`src/rtl/regbank_write_arbiter.sv`:
```
// regbank_write_arbiter: arbitrates ALU and load writebacks onto the single register-bank write port
module regbank_write_arbiter #(
  parameter int DATA_W     = 16,
  parameter int ADDR_W     = 3,
  parameter int STARVE_MAX = 3
) (
  input  logic                 clock,
  input  logic                 reset,
  input  logic                 alu_valid,
  input  logic [ADDR_W-1:0]    alu_rd,
  input  logic [DATA_W-1:0]    alu_data,
  output logic                 alu_ready,
  input  logic                 mem_valid,
  input  logic [ADDR_W-1:0]    mem_rd,
  input  logic [DATA_W-1:0]    mem_data,
  output logic                 mem_ready,
  output logic                 RegWrite,
  output logic [ADDR_W-1:0]    rd,
  output logic [DATA_W-1:0]    dataToWrite,
  output logic [2**ADDR_W-1:0] pending_mask,
  output logic [2:0]           starve_cnt
);
  localparam int N = 2**ADDR_W;
  localparam logic [2:0] SMAX = 3'(STARVE_MAX);
  localparam logic [N-1:0] ONE = N'(1);
  typedef enum logic {PRI_MEM, PRI_ALU} state_t;
  state_t state, state_nxt;
  logic [2:0] cnt_nxt;
  logic lose;
  always_comb begin
    alu_ready = alu_valid & (state == PRI_ALU | ~mem_valid);
    mem_ready = mem_valid & ~alu_ready;
    lose      = alu_valid & ~alu_ready;
    cnt_nxt   = lose ? (starve_cnt == SMAX ? starve_cnt : starve_cnt + 3'd1) : 3'd0;
    state_nxt = alu_ready ? PRI_MEM : (lose && starve_cnt + 3'd1 == SMAX) ? PRI_ALU : state;
  end
  always_ff @(posedge clock or posedge reset)
    if (reset) begin
      state      <= PRI_MEM;
      starve_cnt <= 3'd0;
    end else begin
      state      <= state_nxt;
      starve_cnt <= cnt_nxt;
    end
  // rd/data hold their last value on idle cycles
  always_ff @(posedge clock or posedge reset)
    if (reset) begin
      RegWrite    <= 1'b0;
      rd          <= '0;
      dataToWrite <= '0;
    end else begin
      RegWrite <= alu_ready | mem_ready;
      if (alu_ready | mem_ready) begin
        rd          <= alu_ready ? alu_rd : mem_rd;
        dataToWrite <= alu_ready ? alu_data : mem_data;
      end
    end
  always_comb
    pending_mask = (alu_valid ? ONE << alu_rd : '0) |
                   (mem_valid ? ONE << mem_rd : '0) |
                   (RegWrite  ? ONE << rd     : '0);
endmodule

```
`config.mk`:
```
export PLATFORM = sky130hd
export DESIGN_NAME = regbank_write_arbiter
export DESIGN_NICKNAME = d
export VERILOG_FILES = /design/src/rtl/regbank_write_arbiter.sv
export SDC_FILE = /design/constraint.sdc
export NUM_CORES = 1
export LEC_CHECK = 0
export BUFFER_PORTS_ARGS = -buffer_cell sky130_fd_sc_hd__buf_4
export CAP_MARGIN = 25
export CORE_MARGIN = 2
export CORE_UTILIZATION = 47
export CTS_BUF_LIST = sky130_fd_sc_hd__clkbuf_4 sky130_fd_sc_hd__clkbuf_8 sky130_fd_sc_hd__clkbuf_16
export CTS_CLUSTER_SIZE = 16
export DETAILED_ROUTE_END_ITERATION = 10
export GPL_ROUTABILITY_DRIVEN = 0
export PLACE_DENSITY = 0.81
export SYNTH_ARGS = -nofsm -noshare
export SYNTH_HDL_FRONTEND = slang
export SYNTH_SLANG_ARGS = --single-unit
```
`constraint.sdc`:
```
create_clock -name clock -period 1.4 [get_ports clock]
set_input_delay 0.28 -clock clock [delete_from_list [all_inputs] [get_ports clock]]
set_output_delay 0.28 -clock clock [all_outputs]
set_load 0.05 [all_outputs]
```
==> qor.yml <==
run_status:
  outcome: "finished with violations"
  failed_checks: "setup timing"
layout:
  antenna_cells: 0
  nFillCells: 253
  nNetsFinal: 305
  syn_to_final_growth_pct: 58.00
  layout-drive-gt1-share_pct: 48.65
  final_common_cell: "buf_4"
  final_cell_mix: "buf_4 (77), dfrtp_1 (17)"
  fin_cells: 305
route:
  wl_mm: 4.542
  avgRoutedWirePerCell_um: 14.89
  vias: 1707
  detail-route-antenna-nets: 0
  drc: 0
  drtIter0Drc: 99
  firstDrtPassIters: 4
  vias_per_cell: 5.597
logic_synthesis:
  ys_seq_area_share_pct: 37.27
  syn_avg_cell_area_sq_um: 9.262
  syn-cell-area_sq_um: 1612
  ys_seq_elements: 24
  yosys.area.top_type_share_pct: 37.27
  async_flop_share_pct: 100.0
  syn_inst: 174
  yosysTopAreaCell: "dfrtp_1"
  synth_nets: 219
  synth_edf_count: 0
  synth_cell_type_count: 36
  synth_ff_type: "dfrtp_1"
  yosys-top-cells-area: "dfrtp_1 (37%), mux2i_1 (9.9%), a31oi_1 (6.2%)"
  ys_warn_count: 0
sta:
  whs_ns: 0.1871
  worst_slew_pin_slew_ns: 0.3127
  setup_slack_ns: -0.3205
  timing.final.crit_share_pct: 122.9
  min_period_ns: 1.721
  maxSlewViolCount: 0
  clock.fmax_mhz: 581.2
  finalSetupViolCount: 11
  clock_skew_ns: 0.007148
  rsz0062_at_grt: "true"
  max_slew_margin_pct: 79.15
  fin_setup_tns_ns: -2.442
  finalHoldViolations: 0
pwr:
  p_comb_share_pct: 45.9
  p_sw_uw: 827.1
  p_leak_uw: 0.001274
  p_int_uw: 1285
  p_total_uw: 2112
  clockPowerShare_pct: 16.1
  pwr_density_cell_nw_per_um2: 829.4
  vdd_drop_max_mv: 0.6195
  p_sw_share_pct: 39.17
  seq_power_share_pct: 38.0
setup_path:
  critPathLaunchType: "register"
  path_cells: "nand2b_4 -> nor3b_1 -> a311o_2 -> buf_6"
  slowest_delay_ns: 0.48
  worst-path-max-fanout: 4
  worst_setup_path_end_kind: "primary output"
  cp.required_ns: 1.12
  worstReg2RegEnd: "dataToWrite[7]"
  reg2reg_slack_ns: 0.10
  arrival_ns: 1.44
  crit_family: "flip-flops"
  path_buf_inv: 1
  crit_type: "reg -> out"
  rr_startpoint: "state"
  worstRegToRegCells: 5
  cp_slowest_cell: "dfrtp_2"
global_routing:
  grt_pass1_vias: 1619
  grt_pass1_wl_mm: 7.458
  gr-usage-all-layers_pct: 23.63
  antenna_found_initial: 0
  grt_start_max_net_pins: 28
  overflow: 0
worst_hold_path:
  hold_path_class: "in -> reg"
  worstHoldPathCells: 3
  hp-start: "mem_data[2]"
  holdPathEnd: "dataToWrite[2]"
floorplanning:
  fp.dieH_um: 62.56
  die-area_sq_um: 3913
  io-pin-count: 75
  initial_core_util_pct: 48.68
  core-area_sq_um: 3311
  rows: 21
  die-width_um: 62.56
placed_design:
  dp_slack_ns: -0.02503
  dp_cells: 290
  portBuffers: 74
  hpwlAfterDp_mm: 3.137
clock_network:
  cts_made_buffers: 3
  root_buffer: "clkbuf_4"
  clock_sinks: 24
  clk_latency_ns: 0.32
  clk_pin_slew_worst_paths_ns: 0.13
  cts_tree: "done"
  clockBufferDepth: 2
  htree_levels: 1
run:
  cap_violations: 0
metrics by stage:
step                      utilization [%]  cell area [sq um]
after floorplan                         -               1758
after global placement              71.05               2352
after detailed placement            71.05               2352
after CTS                           76.34               2527
after global routing                76.91               2546
final                               76.91               2546
registers in the layout, indices dropped and copies added (netlist names):
signal / count
starve_cnt: 3
state: 1
dataToWrite: 16
RegWrite: 1
rd: 3
worst reg2reg max path, stage by stage (launching register included):
cell and delay [ns]:
dfrtp_2 0.47, buf_4 0.16, buf_4 0.18, and3_1 0.16, a31oi_1 0.14, o21ai_1 0.09
power groups by stage:
stage | Sequential (uW) | Clock [uW] | Combinational [uW]
detailed placement | 818 | 0 | 887
finish | 803 | 340 | 968
CTS | 802 | 353 | 954
global route | 813 | 379 | 1020
global placement | 818 | 0 | 875
floorplan | 1020 | 0 | 391
logic make-up (layout without fill, tap and decap cells):
group | count (synthesis) | in the layout | synth area share [%]
xor gates and xnor gates | 1 | 1 | 0.5436
adders and majority gates | 3 | 3 | 2.329
muxes | 16 | 16 | 9.938
buffers and inverters | 24 | 109 | 8.384
AOI/OAI and AO/OA | 52 | 52 | 21.43
and+or+nand+nor | 54 | 54 | 20.11
DFF | 24 | 24 | 37.27
layout make-up:
cell class | count | area [sq um] | share of cell area (%)
Multi-Input combinational cell | 126 | 982.2 | 38.57
Timing Repair Buffer | 98 | 838.3 | 32.92
Sequential cell | 24 | 609.3 | 23.93
Tap cell | 46 | 57.56 | 2.260
Clock buffer | 4 | 30.03 | 1.179
Inverter | 7 | 28.78 | 1.130
repair_timing:
item,CTS,global route
buffers inserted,9,1
hold buffers,1,0
setup endpoints to repair,10,12
endpoints found under the hold margin,24,0
gates cloned,0,0
pin swaps,5,5
resized for setup,21,3
worst max path at each step:
stage                   start               to  slack (ns)  cells past startpoint
floorplan               rd[1]  pending_mask[2]       -0.13                      3
global placement    alu_valid  pending_mask[2]       -0.02                      4
detailed placement  alu_valid  pending_mask[2]       -0.03                      4
CTS                     rd[0]  pending_mask[1]       -0.32                      3
global route            rd[2]  pending_mask[2]       -0.37                      4
finish               RegWrite  pending_mask[2]       -0.32                      4
metal layers:
layer / part of all wire, % / track usage, %
met2: 51 / 40.99
met3: 6.2 / 4.685
met5: 0 / 0
met4: 1.3 / 6.667
met1: 42 / 29.87
synthesized netlist by cell type (5+ instances only):
library cell  count
o21ai_1          16
buf_2             6
inv_1             6
dfrtp_1          24
mux2i_1          16
clkbuf_1          5
nor2_1           10
a31oi_1          16
and3_1           16
Power figures use the tool's default switching activity.
